`config.mk`:
```
export PLATFORM = sky130hd
export DESIGN_NAME = fetch_sequencer
export DESIGN_NICKNAME = d
export VERILOG_FILES = /design/src/rtl/fetch_sequencer.sv
export SDC_FILE = /design/constraint.sdc
export NUM_CORES = 1
export LEC_CHECK = 0
export CORE_ASPECT_RATIO = 0.7
export CORE_MARGIN = 10
export CORE_UTILIZATION = 35
export CTS_CLUSTER_DIAMETER = 120
export CTS_CLUSTER_SIZE = 40
export DETAILED_ROUTE_END_ITERATION = 8
export MAX_ROUTING_LAYER = met4
export PLACE_DENSITY = 0.66
export SLEW_MARGIN = 20
export SYNTH_ARGS = -nofsm -noshare
export SYNTH_HDL_FRONTEND = slang
export SYNTH_SLANG_ARGS = --single-unit
```
`constraint.sdc`:
```
create_clock -name clk -period 2.3 [get_ports clk]
set_input_delay 0.46 -clock clk [delete_from_list [all_inputs] [get_ports clk]]
set_output_delay 0.46 -clock clk [all_outputs]
set_load 0.01 [all_outputs]
```
`src/rtl/fetch_sequencer.sv`:
```
// Instruction-fetch controller: fetches 8-bit instructions over req/ack, strobes them
// into the IR, waits for execution, then advances/redirects the PC or halts.
module fetch_sequencer #(
  parameter int              PC_W     = 8,
  parameter logic [PC_W-1:0] RESET_PC = '0,
  parameter int              CNT_W    = 16
) (
  input  logic             clk,
  input  logic             RST,
  input  logic             start,
  output logic             imem_req,
  output logic [PC_W-1:0]  imem_addr,
  input  logic             imem_ack,
  input  logic [7:0]       imem_rdata,
  output logic             ir_load,
  output logic [7:0]       ir_data,
  input  logic             exec_busy,
  input  logic             branch_taken,
  input  logic [PC_W-1:0]  branch_target,
  input  logic             halt_op,
  output logic [PC_W-1:0]  pc,
  output logic             running,
  output logic             done,
  output logic [CNT_W-1:0] retired
);

  typedef enum logic [2:0] {
    S_IDLE,
    S_FETCH,
    S_LOAD,
    S_EXEC,
    S_HALT
  } state_t;

  state_t           state_reg, state_next;
  logic [PC_W-1:0]  pc_reg, pc_next;
  logic [CNT_W-1:0] retired_reg, retired_next;
  logic [7:0]       ir_data_reg, ir_data_next;

  always_ff @(posedge clk) begin
    if (RST) begin
      state_reg   <= S_IDLE;
      pc_reg      <= RESET_PC;
      retired_reg <= '0;
      ir_data_reg <= '0;
    end else begin
      state_reg   <= state_next;
      pc_reg      <= pc_next;
      retired_reg <= retired_next;
      ir_data_reg <= ir_data_next;
    end
  end

  always_comb begin
    state_next   = state_reg;
    pc_next      = pc_reg;
    retired_next = retired_reg;
    ir_data_next = ir_data_reg;
    case (state_reg)
      S_IDLE: begin
        if (start) state_next = S_FETCH;
      end
      S_FETCH: begin
        if (imem_ack) begin
          ir_data_next = imem_rdata;
          state_next   = S_LOAD;
        end
      end
      S_LOAD: begin
        state_next = S_EXEC;
      end
      S_EXEC: begin
        // halt wins over branch; both are only looked at on the exit cycle
        if (!exec_busy) begin
          retired_next = retired_reg + CNT_W'(1);
          if (halt_op) begin
            state_next = S_HALT;
          end else begin
            state_next = S_FETCH;
            pc_next    = branch_taken ? branch_target : pc_reg + PC_W'(1);
          end
        end
      end
      S_HALT: begin
        if (start) begin
          pc_next      = RESET_PC;
          retired_next = '0;
          state_next   = S_FETCH;
        end
      end
      default: begin
        state_next = S_IDLE;
      end
    endcase
  end

  assign imem_req  = (state_reg == S_FETCH);
  assign imem_addr = pc_reg;
  assign ir_load   = (state_reg == S_LOAD);
  assign ir_data   = ir_data_reg;
  assign pc        = pc_reg;
  assign running   = (state_reg == S_FETCH) || (state_reg == S_LOAD) || (state_reg == S_EXEC);
  assign done      = (state_reg == S_HALT);
  assign retired   = retired_reg;

endmodule
```
Yosys cells after proc, flatten, opt, wreduce, memory -nomap -nowiden. Index checks and enable logic that the tools add are counted.

Bits in registers: 35. Logic and storage cells: 37.

$add $sub $neg: 2. Eq/ne operators: 9. Mux-type cells: 13. Reduce and logical (&&, ||, !) cells: 9.

Operator list (number): $mux 16 (2); $mux 8 (4); $pmux 16 s2 (1); $add 16x1->16 const B (1); $pmux 8 s2 (1); $mux 3 (4); $pmux 3 s4 (1); $add 8x1->8 const B (1); $eq 3x2->1 const B (2); $ne 2x2->1 const B (3); $reduce_and 3->1 (2); $ne 2x1->1 const B (2); $reduce_and 4->1 (1); $eq 3x1->1 const B (1); $eq 3x3->1 const B (1); $logic_not 3->1 (1); $logic_or 1x1->1 (2); $reduce_and 2->1 (1); $reduce_bool 2->1 (1); $reduce_or 2->1 (1).

Logic depth before layout (Yosys ltp). Gate-level depths: netlist (run 1).

Depth after elaboration: 5. Gate-level depth with buffers: 7. Gate-level depth less buffers: 6.

Worst setup path before layout (run 1). No wires, ideal clock.

Kind: input to register. Start: in exec_busy. End: reg pc_reg[7] (netlist: imem_addr[7]). Data arrival time: 1.574 ns. Required time: 2.208 ns. Path slack: 0.634 ns. Stages: 5. Buffers on the path: 1. Cell sequence: nand4bb_4 > or3_1 > buf_2 > o32a_1 > o32ai_1.

Longest elaborated chain between the ends: 2.

Ends and longest elaborated chain: start, declared (RTL line 17) `input logic exec_busy,`; $ne 2x2->1 (no source line); $reduce_and 4->1 (no source line); end signal, assigned (RTL line 48) `pc_reg <= pc_next;`; end, declared (RTL line 36) `logic [PC_W-1:0] pc_reg, pc_next;`.

Every way passes these cells. A chain may end at the register's enable or synchronous reset.

Worst setup path after layout (run 1).
Start: reg state_reg[1]. End: out done.

Longest elaborated chain between the ends: 1.

Ends and longest elaborated chain: start, declared (RTL line 35) `state_t state_reg, state_next;`; start signal, assigned (RTL line 47) `state_reg <= state_next;`; $eq 3x3->1 (RTL line 103) `assign done = (state_reg == S_HALT);`; end, declared (RTL line 23) `output logic done,`.

Every way passes these cells.

==> results.json, run 1 <==
{
  "fin_crit_ns": 2.18,
  "insertion_delay_ns": 0.29,
  "hold_viol_final": 0,
  "floorplan.initialDensity_pct": 37.0,
  "ys_seq_elements": 35,
  "synth-edff-count": 0,
  "cp.required_ns": 1.84,
  "r2r.worst_path.cells": 4,
  "netlist_top_cells_count": "dfxtp_1, nor2_1, a21oi_1",
  "grt_max_degree": 20,
  "start_kind": "flip-flop",
  "hold_path_startpoint": "retired[15]",
  "fp.dieH_um": 80.2,
  "grt_first_pass_wirelength_um": 8090,
  "cts_root_buf": "clkbuf_8",
  "synth-seq-area-share_pct": 38.7,
  "track_usage_pct": 11.8,
  "rrSetupSlack_ns": 0.62,
  "slew_violations": 0,
  "die_w_um": 106,
  "ys_warn_count": 0,
  "viasPerCell": 5.00,
  "path_cells": "nor2_2 > nand2_1 > inv_1 > clkdlybuf4s50_1",
  "cts_tree": "built",
  "numCtsBuffers": 5,
  "synth_top_area_share_pct": 38.7,
  "routed_wl_um": 4920,
  "num_rows": 21,
  "grt_pass1_vias": 1645,
  "rsz0062_at_grt": "false",
  "synth_area_leaders": "dfxtp_1, nor2_1, a21oi_1",
  "min_to": "retired[15]",
  "hold_class": "reg2reg",
  "dieArea_um2": 8500,
  "tightest_slew_ns": 0.461,
  "critPathMaxStageDelay_ns": 0.54,
  "setup_violations": 0,
  "ctsHoldBuffers": 0,
  "max-slew-margin-rel_pct": 69.3,
  "largest_reg_flops": 16,
  "power.total_mw": 1.22,
  "cp_slowest_cell": "clkdlybuf4s50_1",
  "synth_cell_types": 45,
  "antenna_cells": 0,
  "postCtsSetupBuffers": 0,
  "peakVddDrop_v": 0.000273,
  "dpl_cell_area_um2": 2490,
  "overflow": 0,
  "endpoint_kind": "output pin",
  "ant_nets": 0,
  "io_pins": 67,
  "dpl_worst_slack_ns": 0.165,
  "maxCapViolations": 0,
  "crit_type": "reg2out",
  "drive_gt1_share_pct": 7.01,
  "synthArstFlopShare_pct": 0,
  "nNetsFinal": 295,
  "core-area_um2": 4890,
  "syn_nets": 235,
  "status": "finished, final reports clean",
  "finClkSkew_ns": 0.00426,
  "yosysTopAreaCell": "dfxtp_1",
  "cp.arrival_ns": 1.72,
  "period_share_pct": 94.6,
  "drc": 0,
  "avgSynthCellArea_um2": 8.62,
  "power_density_nw_per_um2": 472,
  "cts_buffer_depth": 2,
  "layout.core_utilization_pct": 52.7,
  "routedWlPerCell_um": 14.5,
  "syn_inst": 210,
  "drt-pass1-iter-count": 5,
  "io_buffers": 66,
  "dp_hpwl_um": 3910,
  "cts-resized-gates": 0,
  "power_leakage_nw": 0.862,
  "critPathMaxFanout": 11,
  "postLayoutCellArea_um2": 2570,
  "synth_area_um2": 1810,
  "clkTransAtPathRegs_ns": 0.07,
  "place.gp.congestion": 0.828,
  "fmax_mhz": 460,
  "htree_levels": 2,
  "layout_setup_ws_ns": 0.124,
  "antenna_found_initial": 0,
  "hold_depth": 2,
  "vias": 1701,
  "r2r-end": "retired[8]",
  "synthMostInstantiatedCell": "dfxtp_1",
  "cts.sinks": 35,
  "synth_flop_cell": "dfxtp_1",
  "fin_tns_setup_ns": 0,
  "drt_iter0_markers": 68,
  "r2r_start": "state_reg[2]",
  "syn2layout_area_growth_pct": 42.2
}
## worst max-delay path by stage
| stage | endpoint | depth (start not counted) | slack [ns] | start |
|---|---|---|---|---|
| after floorplan | imem_addr[7] | 5 | 0.63 | exec_busy |
| after global placement | imem_addr[2] | 6 | 0.20 | exec_busy |
| after detailed placement | retired[8] | 5 | 0.17 | exec_busy |
| after CTS | done | 4 | 0.05 | state_reg[1] |
| after global routing | imem_req | 2 | 0.03 | state_reg[0] |
| final | done | 4 | 0.12 | state_reg[1] |
## area by class of cell
type	instances	area, µm²
multi-input combinational	147	963
sequential	35	701
timing repair buffer	73	713
clock inverter	1	5.00
fill	483	2310
clock buffer	7	76.3
inverter	8	30.0
tap	69	86.3
## logic make-up after synthesis
family | after synthesis | share of synthesized area [%]
simple gates | 77 | 23.6
compound gates | 53 | 20.2
flops | 35 | 38.7
buf+inv | 28 | 8.22
mux | 9 | 5.05
xor+xnor | 6 | 2.90
fa+ha+maj | 2 | 1.38
## worst max-delay path: cells and delay by family, from the launching register on
| kind | cells | cell delay [ns] |
|---|---|---|
| buf+inv | 2 | 0.65 |
| simple gates | 2 | 0.35 |
| flops | 1 | 0.42 |
## through the flow
step | std cells | hold WS, ns
floorplan | 210 | 0.496
detailed placement | 332 | 0.480
CTS | 340 | 0.490
global route | 340 | 0.532
global placement | 332 | 0.461
finish | 340 | 0.484
## per-layer routing
metal,global-route usage [%],vias to the layer above,part of all wire [%],wire length [µm]
li1,-,877,-,-
met1,15.2,765,53,2600
met2,16.1,53,39,1910
met3,4.86,6,7.4,366
met4,3.64,0,0.89,44
met5,-,-,0,0
## layout by cell type (no fill, tap or decap), types with 5 or more instances in the layout
cell             netlist  routed
o21ai_0               13      13
clkbuf_8               0       5
inv_1                  8       8
or3_1                  8       8
a21oi_1               16      16
clkdlybuf4s50_1        0      66
dfxtp_1               35      35
o32ai_1                5       5
buf_4                  8       7
nor2_1                26      25
mux2i_1                8       8
nand3_1                7       7
nand2_1               11      11
## where the power goes
group	switching, mW	internal (mW)	total, mW	leakage, nW
Combinational	0.0632	0.0907	0.154	0.537
Sequential	0.0143	0.617	0.631	0.283
Clock	0.219	0.212	0.431	0.0422
Note: power is estimated with default switching activity, not from simulation.
==> run 2: changes to the inputs <==
--- a/config.mk
+++ b/config.mk
@@ -13,6 +13,7 @@
 export DETAILED_ROUTE_END_ITERATION = 8
 export MAX_ROUTING_LAYER = met4
 export PLACE_DENSITY = 0.66
+export SKIP_CTS_REPAIR_TIMING = 1
 export SLEW_MARGIN = 20
 export SYNTH_ARGS = -nofsm -noshare
 export SYNTH_HDL_FRONTEND = slang
==> results of run 2 <==
The final DEF is identical to that of run 1; final timing and power are the same.
==> run 3: changes to the inputs <==
--- a/config.mk
+++ b/config.mk
@@ -14,6 +14,7 @@
 export MAX_ROUTING_LAYER = met4
 export PLACE_DENSITY = 0.66
 export SKIP_CTS_REPAIR_TIMING = 1
+export SKIP_LAST_GASP = 1
 export SLEW_MARGIN = 20
 export SYNTH_ARGS = -nofsm -noshare
 export SYNTH_HDL_FRONTEND = slang
==> constraint.sdc (replaced) <==
create_clock -name clk -period 2.25 [get_ports clk]
set_input_delay 0.45 -clock clk [delete_from_list [all_inputs] [get_ports clk]]
set_output_delay 0.45 -clock clk [all_outputs]
set_load 0.01 [all_outputs]
==> run 3 against run 2 <==
Worst setup slack gained 0.014 ns; critical path depth is the same; global-route usage grew 0.32 points; die area is the same; non-clock buffer count grew 1; worst hold slack gained 0.0014 ns; final area grew 0.49%; sequential share of layout area shrank 0.083 points; power grew 4.0%; critical path type unchanged; largest power group unchanged; highest routed layer unchanged.
==> results.json, run 3 (synthesized netlist as in run 1, its figures left out) <==
{
  "status": "finished, final reports clean",
  "clockPowerShare_pct": 36.6,
  "final_common_cell": "clkdlybuf4s50_1",
  "hold_class": "reg2reg",
  "fp.dieH_um": 80.2,
  "peakVddDrop_v": 0.000286,
  "cts.sinks": 35,
  "layout_setup_ws_ns": 0.138,
  "core-area_um2": 4890,
  "dp_hpwl_um": 3970,
  "power_leakage_nw": 0.870,
  "dieArea_um2": 8500,
  "drc": 0,
  "grt_max_degree": 20,
  "dpl_worst_slack_ns": 0.0984,
  "antenna_cells": 0,
  "grt_first_pass_wirelength_um": 8330,
  "cts_tree": "built",
  "clkTransAtPathRegs_ns": 0.07,
  "track_usage_pct": 12.1,
  "cp.required_ns": 1.80,
  "hold_viol_final": 0,
  "p_int_uw": 963,
  "critical_path.n_buffers_inverters": 2,
  "ant_nets": 0,
  "critPathMaxStageDelay_ns": 0.54,
  "tightest_slew_ns": 0.463,
  "num_rows": 21,
  "start_kind": "flip-flop",
  "finClkSkew_ns": 0.00614,
  "setup_violations": 0,
  "routed_wl_um": 5000,
  "path_depth": 4,
  "drive_gt1_share_pct": 7.75,
  "p_sw_uw": 301,
  "numCtsBuffers": 5,
  "antenna_found_initial": 0,
  "routedWlPerCell_um": 14.7,
  "cts_buffer_depth": 2,
  "viasPerCell": 5.02,
  "fin_crit_ns": 2.11,
  "fmax_mhz": 473,
  "htree_levels": 2,
  "io_pins": 67,
  "endpoint_kind": "output pin",
  "insertion_delay_ns": 0.28,
  "swShare_pct": 23.8,
  "fin_tns_setup_ns": 0,
  "overflow": 0,
  "power_density_nw_per_um2": 489,
  "path_delay_family": "buffers and inverters",
  "crit_type": "reg2out",
  "grt_pass1_vias": 1647,
  "place.gp.congestion": 0.821,
  "p_seq_share_pct": 51.1,
  "maxCapViolations": 0,
  "hold_depth": 2,
  "io_buffers": 66,
  "period_share_pct": 93.9,
  "vias": 1706,
  "floorplan.initialDensity_pct": 37.0,
  "max-slew-margin-rel_pct": 69.1,
  "cp.arrival_ns": 1.66,
  "p_comb_share_pct": 12.4,
  "largest_reg_flops": 16,
  "critPathMaxFanout": 11,
  "cp_slowest_cell": "clkdlybuf4s50_1",
  "slew_violations": 0,
  "cts_root_buf": "clkbuf_8",
  "syn2layout_area_growth_pct": 42.9,
  "path_cells": "nor2_1 > nand2_1 > inv_1 > clkdlybuf4s50_1",
  "drt-pass1-iter-count": 4,
  "r2r.worst_path.cells": 4,
  "drt_iter0_markers": 69,
  "nNetsFinal": 296,
  "whs_ns": 0.485,
  "die_w_um": 106,
  "rsz0062_at_grt": "false",
  "mostFrequentLayoutCells": "clkdlybuf4s50_1, dfxtp_1, nor2_1, a21oi_1, o21ai_0"
}
[run 3: power groups by stage]
stage	sequential [mW]	combinational (mW)	clock (mW)
floorplan	0.653	0.0775	0
detailed placement	0.658	0.157	0
CTS	0.645	0.158	0.474
finish	0.646	0.156	0.462
global route	0.647	0.171	0.504
global placement	0.658	0.157	0
[run 3: per-layer routing]
metal / vias up / track usage [%] / wire, µm
met2: 61 / 16.4 / 2010
met1: 766 / 15.6 / 2500
li1: 874 / - / -
met5: - / - / 0
met4: 0 / 2.83 / 34
met3: 5 / 5.74 / 456
[run 3: worst register-to-register path, stage by stage (launching register included)]
cell and delay [ns]:
dfxtp_1 0.49, and4bb_2 0.40, o2111ai_2 0.24, or3_1 0.37
a21oi_1 0.15
[run 3: metrics by stage]
stage | cells | util [%] | total power [mW] | area [µm²]
finish | 340 | 52.9 | 1.26 | 2590
detailed placement | 333 | 51.1 | 0.815 | 2500
floorplan | 210 | - | 0.730 | 1810
CTS | 340 | 52.9 | 1.28 | 2590
global route | 340 | 52.9 | 1.32 | 2590
global placement | 333 | 51.1 | 0.815 | 2500
[run 3: final timing paths]
check	start	endpoint	slack, ns
hold / removal	retired[15]	retired[15]	0.49
hold reg to reg	retired[15]	retired[15]	0.49
setup reg to reg	state_reg[2]	retired[10]	0.54
setup / recovery	state_reg[1]	done	0.14
[run 3: layout make-up]
cell class              instances  area (µm²)
multi-input cells             147         961
fillers                       484        2300
flip-flops and latches         35         702
inverters                       8        30.0
clock buffers                   6        82.6
well taps                      69        86.3
repair buffers                 74         721
clock inverters                 1        5.00
